<file path="config.mk">
export PLATFORM = sky130hd
export DESIGN_NAME = id_ex_pipe_stage
export DESIGN_NICKNAME = d
export VERILOG_FILES = /design/src/rtl/id_ex_pipe_stage.sv
export SDC_FILE = /design/constraint.sdc
export NUM_CORES = 1
export LEC_CHECK = 0
export CAP_MARGIN = 20
export CORE_MARGIN = 2
export CORE_UTILIZATION = 51
export CTS_BUF_LIST = sky130_fd_sc_hd__clkbuf_16
export DETAILED_ROUTE_END_ITERATION = 16
export HOLD_SLACK_MARGIN = 0.1
export PLACE_DENSITY = 0.81
export RECOVER_POWER = 25
export SYNTH_ARGS = -nofsm -noshare
export SYNTH_HDL_FRONTEND = slang
export SYNTH_SLANG_ARGS = --single-unit
</file>
<file path="constraint.sdc">
create_clock -name clk -period 2 [get_ports clk]
set_input_delay 0.3 -clock clk [delete_from_list [all_inputs] [get_ports clk]]
set_output_delay 0.3 -clock clk [all_outputs]
set_load 0.005 [all_outputs]
</file>
<file path="src/rtl/id_ex_pipe_stage.sv">
// id_ex_pipe_stage: ID/EX pipeline register with a valid/ready handshake and a
// 2-entry skid buffer (main + skid). Supports a synchronous flush and gates the
// control fields to zero on bubbles.
// Ports:
//   clk, rst_n            clock, synchronous active-low reset
//   flush                 squash all held entries; blocks input this cycle
//   in_valid/in_ready     upstream (ID) handshake
//   *_in                  PC+4, read data, immediate, instruction, WB/M/EX control
//   out_valid/out_ready   downstream (EX) handshake
//   *_out                 main-register contents; rs/rt/rd sliced from instr
//   occupancy             entries held (0..2)
module id_ex_pipe_stage #(
  parameter int DATA_W     = 32,
  parameter int INSTR_W    = 32,
  parameter int REG_ADDR_W = 5,
  parameter int RS_LSB     = 21,
  parameter int RT_LSB     = 16,
  parameter int RD_LSB     = 11,
  parameter int WB_W       = 2,
  parameter int M_W        = 2,
  parameter int EX_W       = 4
) (
  input  logic                  clk,
  input  logic                  rst_n,
  input  logic                  flush,
  input  logic                  in_valid,
  output logic                  in_ready,
  input  logic [DATA_W-1:0]     pc_plus4_in,
  input  logic [DATA_W-1:0]     rd1_in,
  input  logic [DATA_W-1:0]     rd2_in,
  input  logic [DATA_W-1:0]     imm_in,
  input  logic [INSTR_W-1:0]    instr_in,
  input  logic [WB_W-1:0]       wb_in,
  input  logic [M_W-1:0]        m_in,
  input  logic [EX_W-1:0]       ex_in,
  output logic                  out_valid,
  input  logic                  out_ready,
  output logic [DATA_W-1:0]     pc_plus4_out,
  output logic [DATA_W-1:0]     rd1_out,
  output logic [DATA_W-1:0]     rd2_out,
  output logic [DATA_W-1:0]     imm_out,
  output logic [REG_ADDR_W-1:0] rs_out,
  output logic [REG_ADDR_W-1:0] rt_out,
  output logic [REG_ADDR_W-1:0] rd_out,
  output logic [WB_W-1:0]       wb_out,
  output logic [M_W-1:0]        m_out,
  output logic [EX_W-1:0]       ex_out,
  output logic [1:0]            occupancy
);

  typedef struct packed {
    logic [DATA_W-1:0]     pc;
    logic [DATA_W-1:0]     rd1;
    logic [DATA_W-1:0]     rd2;
    logic [DATA_W-1:0]     imm;
    logic [REG_ADDR_W-1:0] rs;
    logic [REG_ADDR_W-1:0] rt;
    logic [REG_ADDR_W-1:0] rd;
    logic [WB_W-1:0]       wb;
    logic [M_W-1:0]        m;
    logic [EX_W-1:0]       ex;
  } entry_t;

  // Encoding equals occupancy so the count is a direct read of the state.
  typedef enum logic [1:0] {S_EMPTY = 2'd0, S_FULL = 2'd1, S_SKID = 2'd2} state_e;

  state_e state_q;
  entry_t main_q, skid_q, in_d;
  logic   in_fire, out_fire;

  // Only the register-specifier slices of the instruction are stored.
  logic   instr_unused;
  assign instr_unused = ^instr_in;

  assign in_d = '{pc:  pc_plus4_in, rd1: rd1_in, rd2: rd2_in, imm: imm_in,
                  rs:  instr_in[RS_LSB +: REG_ADDR_W],
                  rt:  instr_in[RT_LSB +: REG_ADDR_W],
                  rd:  instr_in[RD_LSB +: REG_ADDR_W],
                  wb:  wb_in, m: m_in, ex: ex_in};

  // in_ready is independent of out_ready: a full main register spills to skid.
  assign in_ready  = (state_q != S_SKID) & ~flush;
  assign out_valid = (state_q != S_EMPTY);
  assign in_fire   = in_valid & in_ready;
  assign out_fire  = out_valid & out_ready;

  always_ff @(posedge clk) begin
    if (!rst_n) begin
      state_q <= S_EMPTY;
      main_q  <= '0;
      skid_q  <= '0;
    end else if (flush) begin
      // Entries are discarded; register contents are don't-care once empty.
      state_q <= S_EMPTY;
    end else begin
      case (state_q)
        S_EMPTY: if (in_fire) begin
          main_q  <= in_d;
          state_q <= S_FULL;
        end
        S_FULL: begin
          if (in_fire && out_fire) begin
            main_q <= in_d;
          end else if (in_fire) begin
            skid_q  <= in_d;
            state_q <= S_SKID;
          end else if (out_fire) begin
            state_q <= S_EMPTY;
          end
        end
        S_SKID: if (out_fire) begin
          main_q  <= skid_q;
          state_q <= S_FULL;
        end
        default: state_q <= S_EMPTY;
      endcase
    end
  end

  assign pc_plus4_out = main_q.pc;
  assign rd1_out      = main_q.rd1;
  assign rd2_out      = main_q.rd2;
  assign imm_out      = main_q.imm;
  assign rs_out       = main_q.rs;
  assign rt_out       = main_q.rt;
  assign rd_out       = main_q.rd;
  // Bubbles must not carry RegWrite/MemWrite/MemRead into EX.
  assign wb_out       = out_valid ? main_q.wb : '0;
  assign m_out        = out_valid ? main_q.m  : '0;
  assign ex_out       = out_valid ? main_q.ex : '0;
  assign occupancy    = state_q;

endmodule

</file>
==> results.json, run 1 <==
{
  "root_buffer": "clkbuf_16",
  "cts_sinks": 304,
  "synth_edf_count": 0,
  "sequentialPowerShare": 0.466,
  "track_usage": 0.2398,
  "crit_required_ns": 1.70,
  "rsz0062_at_grt": "false",
  "power_density_nw_per_um2": 758.2,
  "cts_max_level": 2,
  "slowest_stage": "clkdlybuf4s50_1",
  "num_rows": 61,
  "place.gp.congestion": 0.8068,
  "finalCriticalPeriod_ns": 1.928,
  "p_switching_mw": 3.203,
  "synthArstFlopShare": 0,
  "finalMaxSlewViolations": 0,
  "period_share": 0.9642,
  "p_leak_nw": 6.294,
  "die_w_um": 172.7,
  "crit_chain": "nor2_4, nor2b_1, clkdlybuf4s50_1",
  "syn_inst": 1683,
  "critPathCaptureType": "output pin",
  "worst_pin_slew_ns": 0.7997,
  "syn_to_final_growth_pct": 23.57,
  "final_cell_mix": "nand2_1 (454), dfxtp_1 (303), clkdlybuf4s50_1 (293)",
  "drt_first_pass_iters": 7,
  "ios": 328,
  "worstPathArrival_ns": 1.63,
  "p_int_mw": 10.40,
  "synthDominantCellAreaShare": 0.4192,
  "drtIter0Drc": 753,
  "critPathTopFamily": "buffers and inverters",
  "final_area_sq_um": 17940,
  "cts_tree": "built",
  "yosysWarnings": 0,
  "switching_share": 0.2354,
  "grt_pass1_wl_mm": 60.13,
  "antenna_found_initial": 3,
  "clock_latency_ns": 0.50,
  "drcViolationCount": 0,
  "start_util": 0.5198,
  "fin_skew_ns": 0.009786,
  "path_buf_inv": 1,
  "ir_worst_vdd_uv": 528.3,
  "avgSynthCellArea_sq_um": 8.627,
  "cp-start-kind": "register",
  "drive_gt1_frac": 0.07794,
  "synth-seq-cells": 304,
  "critical_path_class": "register to output pin",
  "clkPwrFrac": 0.418,
  "grt_max_degree": 85,
  "clk_pin_slew_ns": 0.06,
  "wl_per_cell_um": 16.95,
  "yosysTopAreaCell": "dfxtp_1",
  "max_stage_delay_ns": 0.53,
  "final_common_cell": "nand2_1",
  "hold_class": "input pin to register",
  "hpwl_mm": 23.50,
  "r2r_slack_ns": 0.16,
  "n_fill_cell": 2253,
  "nNetsFinal": 1961,
  "grt_pass1_vias": 11475,
  "slew_headroom": 0.4669,
  "wirelength_mm": 37.12,
  "maxCapViolCount": 0,
  "synthesis.nets": 1856,
  "core_sq_um": 27930,
  "setup_violations": 0,
  "vias": 11938,
  "status": "finished, final reports clean",
  "max_clock_freq_mhz": 518.6,
  "antenna_left": 0,
  "grt-ovfl-total": 0,
  "die_area_sq_um": 29830,
  "clockBufferDepth": 3,
  "syn-cell-area_sq_um": 14520,
  "report.final.hold_viol_count": 0,
  "tritoncts.num_buffers": 35,
  "crit_path_max_fanout": 8,
  "place_area_sq_um": 16930,
  "ys_types": 26,
  "synth.area.top_cells": "dfxtp_1 (42%), nand2_1 (12%), mux2_1 (8.5%)",
  "p_comb_frac": 0.116,
  "synth.yosys.seq_area_share": 0.4192,
  "numPortBuffers": 310,
  "die_h_um": 172.7,
  "vias_per_cell": 5.451,
  "total_power_mw": 13.60,
  "ys.flop_type": "dfxtp_1"
}
registers in the layout, indices dropped and copies added (netlist names):
register,flops
skid_q,151
imm_out,32
pc_plus4_out,32
rd1_out,32
rd2_out,32
main_q,8
rd_out,5
rs_out,5
rt_out,5
occupancy,2
stage by stage:
stage / setup TNS, ns / hold WS [ns] / setup WS (ns) / util / cells
after detailed placement: -0.001667 / 0.4413 / -0.001667 / 0.6061 / 2126
after global placement: 0 / 0.4358 / 0.05560 / 0.6061 / 2126
after floorplan: 0 / 0.3793 / 0.3847 / - / 1683
after CTS: 0 / 0.1824 / 0.007921 / 0.6425 / 2185
after global routing: 0 / 0.1973 / 0.008238 / 0.6423 / 2190
final: 0 / 0.1854 / 0.07159 / 0.6423 / 2190
cell usage after synthesis, types with 2 or more instances:
master,n
mux2_2,41
clkbuf_1,96
o21ai_1,151
a21boi_1,151
buf_6,9
and3b_1,2
mux2_1,110
dfxtp_1,304
a21oi_1,2
o211ai_1,151
nor2_1,2
buf_2,25
buf_4,164
nand2b_1,2
nand2_1,454
nor2b_1,9
tightest hold or removal path, stage by stage:
cell and delay [ns]:
buf_8 0.19, nand2_1 0.09, o21ai_1 0.05
final cells by class:
class,count,area (sq um),area share
clock inverter,21,82.58,0.004603
antenna,3,7.507,0.0004184
timing repair buffer,362,3729,0.2078
sequential,304,6087,0.3393
clock buffer,37,925.9,0.05161
inverter,1,3.754,0.0002092
multi-input combinational,1084,6633,0.3697
tap,378,473.0,0.02636
worst paths after layout:
kind	startpoint	endpoint	cells past startpoint
setup / recovery	occupancy[0]	m_out[1]	3
hold reg to reg	skid_q[47]	skid_q[47]	2
setup reg to reg	occupancy[1]	skid_q[110]	6
hold / removal	rst_n	imm_out[14]	3
routing by layer:
metal,up-vias,global-route usage,share of wire
li1,5801,-,-
met4,0,0.09251,0.033
met3,72,0.04991,0.068
met5,-,0,0
met1,5671,0.3036,0.42
met2,394,0.4019,0.48
kinds of logic after synthesis:
group / Yosys count / share of synthesized area
AOI/OAI and AO/OA: 458 / 0.2110
buffers and inverters: 295 / 0.1255
DFF: 304 / 0.4192
muxes: 151 / 0.1171
and+or+nand+nor: 475 / 0.1273
power by group through the flow:
stage          Combinational (mW)  Clock [mW]  Sequential [mW]
2_1_floorplan               0.897           0             6.44
3_3_place_gp                 1.55           0             6.46
3_5_place_dp                 1.57           0             6.47
4_1_cts                      1.58        5.80             6.34
5_1_grt                      1.70        6.08             6.36
6_report                     1.57        5.69             6.34
repair_timing:
| item | CTS | global route |
|---|---|---|
| setup endpoints to repair | 10 | 2 |
| hold endpoints to repair | 1 | 0 |
| hold buffers | 1 | 0 |
| buffers inserted | 0 | 2 |
| pin swaps | 0 | 1 |
| resized for setup | 11 | 0 |
Note: power is estimated with default switching activity, not from simulation.
==> run 2: changes to the inputs <==
--- a/config.mk
+++ b/config.mk
@@ -9,6 +9,7 @@
 export CORE_MARGIN = 2
 export CORE_UTILIZATION = 51
 export CTS_BUF_LIST = sky130_fd_sc_hd__clkbuf_16
+export CTS_CLUSTER_SIZE = 25
 export DETAILED_ROUTE_END_ITERATION = 16
 export HOLD_SLACK_MARGIN = 0.1
 export PLACE_DENSITY = 0.81
==> run 2 against run 1 <==
Effect of this change: critical path type unchanged; sequential power about the same; largest power group unchanged; cell area up 0.13%; cell count about the same; sequential share of layout area about the same; global-route usage unchanged; critical path depth unchanged; register-to-register slack about the same.
==> results.json, run 2 (synthesis results as in run 1) <==
{
  "nNetsFinal": 1961,
  "ir_worst_vdd_uv": 555.1,
  "tritoncts.num_buffers": 35,
  "crit_chain": "nor2_4, nor2b_1, clkdlybuf4s50_1",
  "clockBufferDepth": 3,
  "vias_per_cell": 5.439,
  "drt_first_pass_iters": 5,
  "maxCapViolCount": 0,
  "hold_depth": 3,
  "rsz0062_at_grt": "false",
  "largest_reg_flops": 151,
  "ios": 328,
  "max_clock_freq_mhz": 518.8,
  "clk_pin_slew_ns": 0.06,
  "antenna_left": 0,
  "critPathTopFamily": "buffers and inverters",
  "grt_pass1_vias": 11453,
  "worstHoldStart": "rst_n",
  "die_h_um": 172.7,
  "path_buf_inv": 1,
  "max_stage_delay_ns": 0.53,
  "period_share": 0.9637,
  "grt-ovfl-total": 0,
  "finalMaxSlewViolations": 0,
  "slowest_stage": "clkdlybuf4s50_1",
  "tns_ns": 0,
  "syn_to_final_growth_pct": 23.72,
  "grt_pass1_wl_mm": 60.11,
  "finalCriticalPeriod_ns": 1.927,
  "hold_class": "input pin to register",
  "hpwl_mm": 23.50,
  "root_buffer": "clkbuf_16",
  "p_leak_nw": 6.305,
  "num_rows": 61,
  "r2r_slack_ns": 0.15,
  "path_depth": 3,
  "die_area_sq_um": 29830,
  "cts_tree": "built",
  "place.gp.congestion": 0.8068,
  "top_register": "skid_q",
  "setup_violations": 0,
  "total_power_mw": 13.74,
  "hold_end": "imm_out[14]",
  "status": "finished, final reports clean",
  "holdWs_ns": 0.1869,
  "r2r_end": "skid_q[110]",
  "report.final.hold_viol_count": 0,
  "antenna_found_initial": 3,
  "clock_latency_ns": 0.50,
  "fin_skew_ns": 0.008085,
  "critPathCaptureType": "output pin",
  "worstPathArrival_ns": 1.63,
  "vias": 11905,
  "crit_required_ns": 1.70,
  "power_density_nw_per_um2": 764.6,
  "final_cell_mix": "nand2_1 (454), dfxtp_1 (303), clkdlybuf4s50_1 (293)",
  "drcViolationCount": 0,
  "slew_headroom": 0.4648,
  "cts_max_level": 2,
  "numPortBuffers": 310,
  "start_util": 0.5198,
  "drtIter0Drc": 778,
  "wirelength_mm": 37.08,
  "grt_max_degree": 85,
  "track_usage": 0.2398,
  "die_w_um": 172.7,
  "cp-start-kind": "register",
  "critical_path_class": "register to output pin",
  "cts_sinks": 304,
  "reg2regPathDepth": 6,
  "wl_per_cell_um": 16.94,
  "core_sq_um": 27930,
  "worst_r2r_startpoint": "occupancy[1]",
  "crit_path_max_fanout": 8,
  "drive_gt1_frac": 0.07854,
  "worst_pin_slew_ns": 0.8028,
  "final_common_cell": "nand2_1"
}
[run 2: per-layer routing]
| layer | GRT usage | routed length (um) |
|---|---|---|
| met3 | 0.04991 | 2311 |
| met4 | 0.09322 | 1232 |
| met2 | 0.4013 | 17690 |
| met1 | 0.3038 | 15840 |
| met5 | 0 | 0 |
[run 2: per-stage QoR]
| step | utilization | setup slack, ns | cell area [sq um] | std cells |
|---|---|---|---|---|
| 3_3_place_gp | 0.6061 | 0.05560 | 16930 | 2126 |
| 2_1_floorplan | - | 0.3847 | 14520 | 1683 |
| 6_report | 0.6431 | 0.07263 | 17960 | 2189 |
| 3_5_place_dp | 0.6061 | -0.001667 | 16930 | 2126 |
| 5_1_grt | 0.6431 | 0.007556 | 17960 | 2189 |
| 4_1_cts | 0.6433 | 0.005209 | 17970 | 2184 |
[run 2: power by group]
part	internal [mW]	leakage [nW]	switching, mW	total [mW]
Combinational	0.860	3.31	0.715	1.58
Clock	3.43	0.526	2.39	5.82
Sequential	6.24	2.47	0.0971	6.34
Total	10.5	6.31	3.21	13.7
[run 2: worst reg2reg max path, delay by kind of cell, from the launching register on]
| family | cells | cell delay [ns] |
|---|---|---|
| AND/OR/NAND/NOR | 3 | 0.77 |
| flip-flops | 1 | 0.33 |
| buffers and inverters | 2 | 0.54 |
| AO/OA/AOI/OAI | 1 | 0.10 |
[run 2: worst max-delay path by stage]
stage                      start           to  slack, ns
global placement       out_ready  skid_q[147]       0.06
CTS                 occupancy[0]     m_out[1]      0.005
finish              occupancy[0]     m_out[1]       0.07
global route        occupancy[0]     m_out[1]      0.008
detailed placement     out_ready   skid_q[76]     -0.002
floorplan           occupancy[0]  skid_q[130]       0.38
[run 2: layout make-up]
| cell class | count | area [sq um] |
|---|---|---|
| fill | 2245 | 9971 |
| multi-input combinational | 1084 | 6633 |
| sequential | 304 | 6087 |
| timing repair buffer | 362 | 3729 |
| clock buffer | 37 | 925.9 |
| tap | 378 | 473.0 |
| clock inverter | 20 | 105.1 |
| antenna | 3 | 7.507 |
| inverter | 1 | 3.754 |
[run 2: what timing repair did]
action | 4_1_cts | 5_1_grt
resized for setup | 11 | 0
hold endpoints to repair | 1 | 0
setup buffers | 0 | 2
hold buffers | 1 | 0
setup endpoints to repair | 10 | 2
pin swaps | 0 | 1
